### config.mk
export PLATFORM = sky130hd
export DESIGN_NAME = noc_flit_injector
export DESIGN_NICKNAME = d
export VERILOG_FILES = /design/src/rtl/noc_flit_injector.sv
export SDC_FILE = /design/constraint.sdc
export NUM_CORES = 1
export LEC_CHECK = 0
export CORE_ASPECT_RATIO = 0.7
export CORE_MARGIN = 3
export CORE_UTILIZATION = 63
export CTS_CLUSTER_SIZE = 40
export DETAILED_ROUTE_END_ITERATION = 8
export PLACE_DENSITY = 0.84
export SLEW_MARGIN = 25
export SYNTH_ARGS = -nofsm -noshare
export SYNTH_HDL_FRONTEND = slang
export SYNTH_SLANG_ARGS = --single-unit
### constraint.sdc
create_clock -name CLK -period 12.8 [get_ports CLK]
set_input_delay 1.92 -clock CLK [delete_from_list [all_inputs] [get_ports CLK]]
set_output_delay 1.92 -clock CLK [all_outputs]
set_load 0.01 [all_outputs]
### src/rtl/noc_flit_injector.sv
// Generic synchronous FIFO used for the injector's source word queue.
// Latency: a pushed word is visible at the head one cycle later.
// Backpressure: push_rdy is low when full; a same-cycle pop does not free a slot.
module fifo_sync #(
  parameter int W     = 8,
  parameter int DEPTH = 8
) (
  input  logic         core_clk,
  input  logic         arst_n,
  input  logic         push_vld,
  output logic         push_rdy,
  input  logic [W-1:0] push_dat,
  output logic         pop_vld,
  input  logic         pop_rdy,
  output logic [W-1:0] pop_dat
);
  localparam int AW = (DEPTH > 1) ? $clog2(DEPTH) : 1;

  logic [W-1:0]  mem [DEPTH];
  logic [AW-1:0] wr_ptr, rd_ptr;
  logic [AW:0]   count;
  logic          push, pop;

  assign push_rdy = (count != (AW+1)'(DEPTH));
  assign pop_vld  = (count != '0);
  assign push     = push_vld && push_rdy;
  assign pop      = pop_rdy && pop_vld;
  assign pop_dat  = mem[rd_ptr];

  always_ff @(posedge core_clk or negedge arst_n) begin
    if (!arst_n) begin
      wr_ptr <= '0;
      rd_ptr <= '0;
      count  <= '0;
    end else begin
      if (push) wr_ptr <= wr_ptr + AW'(1);
      if (pop)  rd_ptr <= rd_ptr + AW'(1);
      if (push && !pop)      count <= count + (AW+1)'(1);
      else if (pop && !push) count <= count - (AW+1)'(1);
    end
  end

  always_ff @(posedge core_clk) begin
    if (push) mem[wr_ptr] <= push_dat;
  end
endmodule

// Packetising NoC injector: queues source words, picks a VC round-robin, sends PKT_LEN-flit packets.
// Latency: word accepted in cycle N leaves on flit_out in cycle N+2; one flit per cycle thereafter.
// Backpressure: src_ready follows FIFO space; flits stall while the packet's VC has no credit.
module noc_flit_injector #(
  parameter int NUM_VCS    = 2,
  parameter int DEST_BITS  = 5,
  parameter int DATA_W     = 32,
  parameter int BUF_DEPTH  = 4,
  parameter int PKT_LEN    = 4,
  parameter int FIFO_DEPTH = 8,
  localparam int VC_BITS   = (NUM_VCS > 1) ? $clog2(NUM_VCS) : 1,
  localparam int FLIT_W    = 2 + DEST_BITS + VC_BITS + DATA_W
) (
  input  logic                 CLK,
  input  logic                 RST_N,
  input  logic                 src_valid,
  output logic                 src_ready,
  input  logic [DATA_W-1:0]    src_data,
  input  logic [DEST_BITS-1:0] src_dest,
  output logic [FLIT_W-1:0]    flit_out,
  output logic                 flit_out_en,
  input  logic [VC_BITS:0]     credit_in,
  output logic                 busy,
  output logic                 credit_err
);
  localparam int CRED_W = $clog2(BUF_DEPTH + 1);
  localparam int CNT_W  = (PKT_LEN > 1) ? $clog2(PKT_LEN) : 1;
  localparam logic [CRED_W-1:0] CRED_MAX = CRED_W'(BUF_DEPTH);

  typedef enum logic {IDLE, SEND} state_t;

  typedef struct packed {
    logic [DEST_BITS-1:0] dest;
    logic [DATA_W-1:0]    dat;
  } word_t;

  typedef struct packed {
    logic                 vld;
    logic                 tail;
    logic [DEST_BITS-1:0] dest;
    logic [VC_BITS-1:0]   vc;
    logic [DATA_W-1:0]    dat;
  } flit_t;

  state_t               state_q, state_d;
  logic [VC_BITS-1:0]   vc_q, rr_q, sel_vc, issue_vc, rr_next, cr_vc;
  logic [DEST_BITS-1:0] dest_q, issue_dest;
  logic [CNT_W-1:0]     cnt_q;
  logic [CRED_W-1:0]    credit_q [NUM_VCS];
  logic [NUM_VCS-1:0]   inc_v, dec_v;
  logic [VC_BITS:0]     cand;
  logic                 rdy_en_q, fifo_vld, fifo_rdy, sel_found;
  logic                 issue, issue_tail, cr_vld, cr_bad, cr_hit, ovf;
  word_t                push_word, head;
  flit_t                flit_d;

  assign push_word = '{dest: src_dest, dat: src_data};
  assign src_ready = fifo_rdy && rdy_en_q;
  assign busy      = (state_q != IDLE) || fifo_vld;

  fifo_sync #(.W($bits(word_t)), .DEPTH(FIFO_DEPTH)) u_fifo (
    .core_clk (CLK),
    .arst_n   (RST_N),
    .push_vld (src_valid && rdy_en_q),
    .push_rdy (fifo_rdy),
    .push_dat (push_word),
    .pop_vld  (fifo_vld),
    .pop_rdy  (issue),
    .pop_dat  (head)
  );

  // First VC with credit, searching upward from rr_q with wrap.
  always_comb begin
    sel_found = 1'b0;
    sel_vc    = '0;
    cand      = '0;
    for (int i = 0; i < NUM_VCS; i++) begin
      cand = {1'b0, rr_q} + (VC_BITS+1)'(i);
      if (cand >= (VC_BITS+1)'(NUM_VCS)) cand = cand - (VC_BITS+1)'(NUM_VCS);
      if (!sel_found && credit_q[cand[VC_BITS-1:0]] != '0) begin
        sel_found = 1'b1;
        sel_vc    = cand[VC_BITS-1:0];
      end
    end
  end

  always_ff @(posedge CLK or negedge RST_N) begin
    if (!RST_N) state_q <= IDLE;
    else        state_q <= state_d;
  end

  always_comb begin
    state_d    = state_q;
    issue      = 1'b0;
    issue_vc   = vc_q;
    issue_dest = dest_q;
    issue_tail = 1'b0;
    case (state_q)
      IDLE: begin
        if (fifo_vld && sel_found) begin
          issue      = 1'b1;
          issue_vc   = sel_vc;
          issue_dest = head.dest;
          issue_tail = (PKT_LEN == 1);
          state_d    = (PKT_LEN == 1) ? IDLE : SEND;
        end
      end
      SEND: begin
        if (fifo_vld && credit_q[vc_q] != '0) begin
          issue      = 1'b1;
          issue_tail = (cnt_q == CNT_W'(PKT_LEN - 1));
          if (issue_tail) state_d = IDLE;
        end
      end
      default: state_d = IDLE;
    endcase
  end

  always_comb begin
    flit_d.vld  = 1'b1;
    flit_d.tail = issue_tail;
    flit_d.dest = issue_dest;
    flit_d.vc   = issue_vc;
    flit_d.dat  = head.dat;
  end

  assign rr_next = (issue_vc == VC_BITS'(NUM_VCS - 1)) ? '0 : issue_vc + VC_BITS'(1);

  always_ff @(posedge CLK or negedge RST_N) begin
    if (!RST_N) begin
      vc_q        <= '0;
      dest_q      <= '0;
      cnt_q       <= '0;
      rr_q        <= '0;
      rdy_en_q    <= 1'b0;
      flit_out    <= '0;
      flit_out_en <= 1'b0;
    end else begin
      rdy_en_q    <= 1'b1;
      flit_out_en <= issue;
      flit_out    <= issue ? flit_d : '0;
      if (issue) begin
        if (state_q == IDLE) begin
          vc_q   <= issue_vc;
          dest_q <= issue_dest;
          cnt_q  <= CNT_W'(1);
        end else begin
          cnt_q  <= cnt_q + CNT_W'(1);
        end
        if (issue_tail) rr_q <= rr_next;
      end
    end
  end

  // Out-of-range VC returns are dropped but flagged like an overflow.
  assign cr_vld = credit_in[VC_BITS];
  assign cr_vc  = credit_in[VC_BITS-1:0];
  assign cr_bad = cr_vld && ({1'b0, cr_vc} >= (VC_BITS+1)'(NUM_VCS));
  assign cr_hit = cr_vld && !cr_bad;

  always_comb begin
    inc_v = '0;
    dec_v = '0;
    ovf   = 1'b0;
    for (int v = 0; v < NUM_VCS; v++) begin
      inc_v[v] = cr_hit && (cr_vc == VC_BITS'(v));
      dec_v[v] = issue && (issue_vc == VC_BITS'(v));
      if (inc_v[v] && !dec_v[v] && credit_q[v] == CRED_MAX) ovf = 1'b1;
    end
  end

  always_ff @(posedge CLK or negedge RST_N) begin
    if (!RST_N) begin
      for (int v = 0; v < NUM_VCS; v++) credit_q[v] <= CRED_MAX;
      credit_err <= 1'b0;
    end else begin
      for (int v = 0; v < NUM_VCS; v++) begin
        if (inc_v[v] && !dec_v[v] && credit_q[v] != CRED_MAX)
          credit_q[v] <= credit_q[v] + CRED_W'(1);
        else if (dec_v[v] && !inc_v[v])
          credit_q[v] <= credit_q[v] - CRED_W'(1);
      end
      credit_err <= credit_err | ovf | cr_bad;
    end
  end
endmodule

==> implementation parameters, run 1 <==
Parameter                              Value

Pwr
  Combinational power share    29.8%
  VDD IR max    0.152 mV
  Switching power of the nets    1.12 mW
  Fraction of power spent switching nets    30.1%
  Internal power contribution    2.60 mW
  Cell leakage power    5.55 nW
  Fraction of power consumed by the clock network    26.1%
  Register share of total power    44.1%
  Power density over cell area    229 nW/um2

Worst setup path
  Critical Path End Type    primary output
  Startpoint of the worst setup timing path    u_fifo.count[3]$_DFFE_PN0P_
  Kind of critical path    register to primary output
  Standard cell with the maximum stage delay on the critical path    sky130_fd_sc_hd__nor4_4
  Series of cell instances along the critical path    nor4_4 -> nand2_1 -> clkdlybuf4s50_1
  Arrival time reported for the critical path endpoint    2230 ps
  Crit-path max cell delay    570 ps
  Number of cells traversed by the worst register-to-register path    11
  Setup slack of the most critical reg-to-reg path    9360 ps
  Family with the most delay on the worst path    simple AND/OR/NAND/NOR gates
  Number of buffer and inverter instances along the worst setup path    1
  Worst R2R Start    credit_q[0]$_DFFE_PN0P_
  Critical Path RT    10880 ps
  Kind of start point of the critical path    register
  Critical R2R Capture    u_fifo.count[3]$_DFFE_PN0P_
  Maximum net fanout on the critical path    6

GRT
  Global-route wire length before repair    43400 um
  Maximum number of pins on one net before global-route repair    77
  Number of antenna violations at the first check in global routing    0
  Total grt overflow    0
  Global-route total usage across every layer    24.5%
  Via count of the first global-routing pass    7208

Floorplanning
  Number of standard-cell rows in the floorplan    44
  Vert. Die Dim    130 um
  Area enclosed by the die boundary    23800 um2
  Die X-Extent    183 um
  Ports    86
  Core Footprint    21100 um2
  Initial Utilization    65.5%

Clock tree
  Clock Sinks    364
  Setup Buffers After CTS    0
  CTS buffer count    31
  CTS Root Cell    sky130_fd_sc_hd__clkbuf_16
  Clock input transition at the sequential cells of the worst setup and hold paths    70 ps
  Maximum count of clock buffers along a single path    3
  CTS tree    done
  Insertion delay to the later sink of the worst-skew pair    560 ps
  Post-cts sizing count    0
  H-tree level count    1
  CTS hold repair buffers    0

Worst hold path
  Worst Min Path Start    credit_err$_DFF_PN0_
  Cell count of the worst hold path    2
  Worst Hold Endpoint    credit_err$_DFF_PN0_
  Worst hold path type    register to register

Drt
  Wire length reported by the detailed router    28200 um
  ANT nets after route    0
  Detailed-route via count    6800
  Detailed-route DRC error count    0
  Starting DRC count in detailed routing    747
  Drt via density    6.31
  Initial DRT Pass Iterations    6
  Mean routed wirelength per cell    26.2 um

STA
  Unrepaired setup endpoints after global routing    false
  # setup viols final    0
  Final Cycle Share    32.4%
  Slew at the pin closest to its max-slew limit    820 ps
  Accumulated negative setup slack    0 ps
  Largest clock skew in the final design    14.2 ps
  Timing-limited maximum frequency    0.241 GHz
  Slew Viols, Final    0
  Remaining max-slew budget at the tightest pin    45.3%
  Fin crit period    4150 ps
  Total count of hold-check failures in the final report    0

Yosys
  Sequential element share of the synthesized area    76.5%
  Post-synth design cell area    13900 um2
  Share of Yosys cell area claimed by the top area cell type    64.2%
  Count of cell types in the netlist    51
  Count of flip-flops with a built-in enable after synthesis    296
  Number of instances in the synthesized netlist    676
  Per-instance average area after synthesis    20.5 um2
  Async set-or-reset flop fraction in the synthesized netlist    18.7%
  Syn Nets    727
  Commonest register cell after synthesis    sky130_fd_sc_hd__edfxtp_1
  Library cell with the largest summed area after synthesis    sky130_fd_sc_hd__edfxtp_1
  Yosys warnings    0
  Flip-flop and latch count after synthesis    364
  Dominant cells by area after synthesis    sky130_fd_sc_hd__edfxtp_1, sky130_fd_sc_hd__mux4_2, sky130_fd_sc_hd__dfrtp_1, sky130_fd_sc_hd__mux2i_1, sky130_fd_sc_hd__nor2_1

Finish
  Final standard cell utilization of the core    76.8%
  Final #Nets    827
  Fraction of layout instances using a drive strength above 1    19.9%
  Area added between synthesis and finish    17.2%
  Final antenna diode count    0

Status
  Run status    complete, no violations

Place
  Post-DP HPWL    15700 um
  Routability congestion estimate from global placement    0.800
  Port Buf Inserts    85

Run
  Max Cap Viol    0
==> worst register-to-register path: stages, from the launching register on <==
cell and delay, ps:
sky130_fd_sc_hd__dfrtp_1 470, sky130_fd_sc_hd__nor3_2 510, sky130_fd_sc_hd__a211oi_2 330, sky130_fd_sc_hd__nor2_4 590
sky130_fd_sc_hd__ha_1 310, sky130_fd_sc_hd__inv_1 100, sky130_fd_sc_hd__ha_1 280, sky130_fd_sc_hd__a21o_1 180
sky130_fd_sc_hd__a21oi_1 170, sky130_fd_sc_hd__xnor2_1 140, sky130_fd_sc_hd__nor2_1 90, sky130_fd_sc_hd__xor2_1 150
==> how the worst max path moves through the flow <==
stage	end	slack, ps	cells past startpoint
6_report	busy	8650	3
5_1_grt	busy	8540	3
4_1_cts	busy	8640	3
3_5_place_dp	u_fifo.mem[5][3]$_DFFE_PP_	8620	5
3_3_place_gp	u_fifo.mem[5][10]$_DFFE_PP_	8490	4
2_1_floorplan	u_fifo.mem[0][0]$_DFFE_PP_	7410	4
==> area by class of cell <==
cell class | instances | area [um2]
repair buffers | 97 | 1060
clock inverters | 17 | 218
inverters | 8 | 30.0
well taps | 276 | 345
fillers | 1112 | 4910
flip-flops and latches | 364 | 10600
clock buffers | 41 | 843
multi-input cells | 274 | 3140
==> synthesized netlist by cell type, types with 3 or more instances <==
cell type and number:
sky130_fd_sc_hd__nand2_1 18, sky130_fd_sc_hd__nand3_1 4, sky130_fd_sc_hd__inv_1 7, sky130_fd_sc_hd__and2_1 8, sky130_fd_sc_hd__o21ai_0 7, sky130_fd_sc_hd__fa_1 3, sky130_fd_sc_hd__nor2_1 50, sky130_fd_sc_hd__nand2b_1 5
sky130_fd_sc_hd__buf_1 3, sky130_fd_sc_hd__dfrtp_1 66, sky130_fd_sc_hd__mux2i_1 39, sky130_fd_sc_hd__a21oi_1 10, sky130_fd_sc_hd__a21boi_0 3, sky130_fd_sc_hd__xnor2_1 7, sky130_fd_sc_hd__mux4_2 74, sky130_fd_sc_hd__nor3_1 5
sky130_fd_sc_hd__ha_1 6, sky130_fd_sc_hd__edfxtp_1 296, sky130_fd_sc_hd__clkbuf_1 11, sky130_fd_sc_hd__buf_2 13, sky130_fd_sc_hd__o221ai_1 4
==> stage by stage <==
stage / worst slack [ps] / hold WS (ps) / area [um2] / power, mW / instances
after floorplan: 7410 / 446 / 13900 / 2.36 / 676
after global placement: 8490 / 464 / 15000 / 2.67 / 1013
after detailed placement: 8620 / 492 / 15100 / 2.74 / 1017
after CTS: 8640 / 507 / 16200 / 3.72 / 1075
after global routing: 8540 / 525 / 16200 / 3.89 / 1077
final: 8650 / 510 / 16200 / 3.72 / 1077
==> per-layer routing <==
metal  part of all wire, %  GRT usage, %  vias up
li1                      -             -     2882
met1                    41          34.9     3560
met3                   6.6          3.29       50
met4                   2.1          6.80        0
met2                    51          41.3      308
met5                     0             0        -
==> power groups by stage <==
| stage | clock, mW | sequential, mW | combinational (mW) |
|---|---|---|---|
| after detailed placement | 0 | 1.68 | 1.05 |
| final | 0.970 | 1.64 | 1.11 |
| after floorplan | 0 | 1.60 | 0.756 |
| after CTS | 0.983 | 1.66 | 1.08 |
| after global routing | 1.03 | 1.66 | 1.20 |
| after global placement | 0 | 1.67 | 1.01 |
==> cell families (layout without fill, tap and decap cells) <==
family / after synthesis / in the layout / share of synthesized area [%]
compound gates: 40 / 40 / 2.23
xor+xnor: 9 / 9 / 0.569
fa+ha+maj: 9 / 9 / 0.976
buf+inv: 38 / 163 / 1.28
flops: 364 / 364 / 76.5
mux: 115 / 115 / 15.0
other cells: 1 / 1 / 0.0271
simple gates: 100 / 100 / 3.42
==> layout by cell type (no fill, tap or decap), types with 5 or more instances in the layout <==
master / Yosys / routed
sky130_fd_sc_hd__a21oi_1: 10 / 10
sky130_fd_sc_hd__and2_1: 8 / 8
sky130_fd_sc_hd__buf_16: 0 / 5
sky130_fd_sc_hd__buf_4: 1 / 5
sky130_fd_sc_hd__bufinv_16: 0 / 5
sky130_fd_sc_hd__clkbuf_1: 11 / 7
sky130_fd_sc_hd__clkbuf_16: 0 / 31
sky130_fd_sc_hd__clkdlybuf4s50_1: 0 / 84
sky130_fd_sc_hd__dfrtp_1: 66 / 63
sky130_fd_sc_hd__edfxtp_1: 296 / 296
sky130_fd_sc_hd__ha_1: 6 / 6
sky130_fd_sc_hd__inv_1: 7 / 7
sky130_fd_sc_hd__mux2i_1: 39 / 39
sky130_fd_sc_hd__mux4_2: 74 / 74
sky130_fd_sc_hd__nand2_1: 18 / 18
sky130_fd_sc_hd__nand2b_1: 5 / 5
sky130_fd_sc_hd__nor2_1: 50 / 44
sky130_fd_sc_hd__nor2_4: 1 / 7
sky130_fd_sc_hd__o21ai_0: 7 / 7
sky130_fd_sc_hd__xnor2_1: 7 / 7
==> state kept, by name, indices dropped and copies added (netlist names), 2 cells and up <==
name,cells
credit_q,6
flit_out,40
dest_q,5
u_fifo.count,4
u_fifo.mem,296
u_fifo.rd_ptr,3
cnt_q,2
u_fifo.wr_ptr,3
No activity file was read; power rests on OpenSTA's default activity.
==> run 2, diff against run 1 <==
Settings changed: CORE_UTILIZATION 63 to 59, PLACE_DENSITY 0.84 to 0.79.
Clock period 12.8 ns to 4.35 ns, I/O delays scaled along.
==> implementation parameters, run 2 (same netlist as run 1, synthesis figures left out) <==
Parameter                              Value

Status
  Run status    complete, no violations

Worst setup path
  Kind of start point of the critical path    register
  Critical Path RT    4760 ps (-6120 ps)
  Startpoint of the worst setup timing path    credit_q[5]$_DFFE_PN1P_
  Family with the most delay on the worst path    compound AO/OA/AOI/OAI gates
  Kind of critical path    register to register
  Critical Path End Type    register
  Setup slack of the most critical reg-to-reg path    1440 ps (-7920 ps)
  Arrival time reported for the critical path endpoint    3320 ps (+1090 ps)
  Crit-path max cell delay    660 ps (+90 ps)
  Standard cell with the maximum stage delay on the critical path    sky130_fd_sc_hd__a211oi_2
  Critical R2R Capture    u_fifo.count[3]$_DFFE_PN0P_
  Series of cell instances along the critical path    nor3_1 -> a211oi_2 -> nor2_4 -> ha_1 -> inv_1 -> ha_1 -> a21o_1 -> a21oi_1 -> xnor2_1 -> nor2_1 -> xor2_1
  Number of cells traversed by the worst register-to-register path    11 (unchanged)
  Maximum net fanout on the critical path    11 (+5)
  Number of buffer and inverter instances along the worst setup path    1 (unchanged)
  Cell with the most instances on the worst path    sky130_fd_sc_hd__ha_1
  Worst R2R Start    credit_q[5]$_DFFE_PN1P_

Clock tree
  CTS hold repair buffers    0 (unchanged)
  Clock input transition at the sequential cells of the worst setup and hold paths    60 ps (about the same)
  CTS Root Cell    sky130_fd_sc_hd__clkbuf_16
  Post-cts sizing count    0 (unchanged)
  Insertion delay to the later sink of the worst-skew pair    500 ps (-60 ps)
  H-tree level count    2 (+1)
  CTS buffer count    34 (+9.7%)
  CTS tree    done
  Setup Buffers After CTS    0 (unchanged)
  Clock Sinks    364 (unchanged)
  Maximum count of clock buffers along a single path    3 (unchanged)

Finish
  Final #Nets    833 (+0.73%)
  Multi-input gate area in the final layout    3150 um2 (+0.40%)
  Area added between synthesis and finish    17.1% (about the same)
  Register with the most flip-flops    u_fifo.mem
  Commonest non-fill, non-tap cell in the layout    sky130_fd_sc_hd__edfxtp_1
  Sequential cell area    10600 um2 (unchanged)
  Fraction of layout instances using a drive strength above 1    20.0% (+0.10 points)
  Final antenna diode count    0 (unchanged)
  Max reg flops    296 (unchanged)
  Commonest cells after routing, fill and taps aside    sky130_fd_sc_hd__edfxtp_1, sky130_fd_sc_hd__clkdlybuf4s50_1, sky130_fd_sc_hd__mux4_2
  Final standard cell area without fillers    16200 um2 (about the same)
  Leading registers by flop count    u_fifo.mem (296), flit_out (40), credit_q (6)
  Total of fill cells in the finished design    1366 (+23%)

Pwr
  Switching power of the nets    3.23 mW (+190%)
  Combinational power share    29.9% (about the same)
  Fraction of power consumed by the clock network    25.9% (-0.2 points)
  Fraction of power spent switching nets    29.8% (-0.27 points)
  Register share of total power    44.2% (about the same)
  VDD IR max    0.340 mV (+120%)
  Cell leakage power    5.55 nW (about the same)
  Power density over cell area    668 nW/um2 (+190%)
  Internal power contribution    7.61 mW (+190%)

Place
  Routability congestion estimate from global placement    0.849 (+6.1%)
  Pre-CTS WS    1260 ps (-7370 ps)
  Port Buf Inserts    85 (unchanged)
  Post-DP HPWL    14900 um (-4.9%)
  Total placed instance area    15100 um2 (about the same)

Drt
  Detailed-route via count    6708 (-1.4%)
  Mean routed wirelength per cell    23.7 um (-9.7%)
  Starting DRC count in detailed routing    554 (-26%)
  ANT nets after route    0 (unchanged)
  Initial DRT Pass Iterations    4 (-2)
  Wire length reported by the detailed router    26500 um (-6.1%)
  Detailed-route DRC error count    0 (unchanged)
  Drt via density    5.99 (-5.1%)

STA
  Remaining max-slew budget at the tightest pin    36.8% (-8.5 points)
  # setup viols final    0 (unchanged)
  Crit path setup slack, layout    1440 ps (-7220 ps)
  Total count of hold-check failures in the final report    0 (unchanged)
  Fin crit period    2910 ps
  Slew Viols, Final    0 (unchanged)
  Slew at the pin closest to its max-slew limit    948 ps (+128 ps)
  Unrepaired setup endpoints after global routing    false
  Accumulated negative setup slack    0 ps (unchanged)
  Final Cycle Share    67.0%
  Largest clock skew in the final design    8.44 ps (-5.72 ps)
  Timing-limited maximum frequency    0.343 GHz

Run
  Max Cap Viol    0 (unchanged)

Floorplanning
  Die X-Extent    189 um (+3.2%)
  Area enclosed by the die boundary    25400 um2 (+6.5%)
  Vert. Die Dim    134 um (+3.2%)
  Ports    86 (unchanged)
  Initial Utilization    60.6% (-4.9 points)
  Core Footprint    22800 um2 (+8.1%)
  Number of standard-cell rows in the floorplan    46 (+4.5%)

GRT
  Total grt overflow    0 (unchanged)
  Number of antenna violations at the first check in global routing    0 (unchanged)
  Via count of the first global-routing pass    7154 (-0.75%)
  Maximum number of pins on one net before global-route repair    77 (unchanged)
  Global-route wire length before repair    40900 um (-5.7%)
  Global-route total usage across every layer    21.3% (-3.2 points)

Worst hold path
  Worst hold path type    primary input to asynchronous set/reset pin
==> run 2: worst max-delay path by stage <==
stage / to / slack (ps) / cells past startpoint
2_1_floorplan: u_fifo.mem[6][0]$_DFFE_PP_ / 910 / 6
3_3_place_gp: u_fifo.mem[4][21]$_DFFE_PP_ / 1340 / 5
3_5_place_dp: u_fifo.mem[7][19]$_DFFE_PP_ / 1260 / 5
4_1_cts: u_fifo.count[3]$_DFFE_PN0P_ / 1440 / 11
5_1_grt: u_fifo.count[3]$_DFFE_PN0P_ / 1190 / 11
6_report: u_fifo.count[3]$_DFFE_PN0P_ / 1440 / 11
==> run 2: metal layers <==
layer	vias up	global-route usage, %	part of all wire (%)
met5	-	0	0
met4	0	5.54	1.5
met3	41	3.29	5.6
met2	223	35.3	51
met1	3553	30.5	42
li1	2891	-	-
==> run 2: power by group through the flow <==
stage	logic [mW]	registers [mW]	clock network (mW)
CTS	3.06	4.97	2.86
detailed placement	3.03	5.03	0
floorplan	2.23	4.71	0
finish	3.24	4.79	2.81
global route	3.52	4.86	3.00
global placement	2.92	4.98	0
==> run 2: per-stage QoR <==
| stage | instances | hold WS (ps) | utilization [%] | power (mW) |
|---|---|---|---|---|
| after floorplan | 676 | 357 | - | 6.93 |
| final | 1119 | 302 | 71.0 | 10.8 |
| after global routing | 1119 | 374 | 71.0 | 11.4 |
| after CTS | 1117 | 328 | 70.8 | 10.9 |
| after global placement | 1056 | 461 | 66.2 | 7.90 |
| after detailed placement | 1056 | 478 | 66.2 | 8.06 |
==> run 2: layout make-up <==
class,count,share of cell area (%)
tap,312,2.41
timing repair buffer,100,6.17
multi-input combinational,274,19.4
clock inverter,9,0.463
clock buffer,52,6.04
inverter,8,0.185
sequential,364,65.3
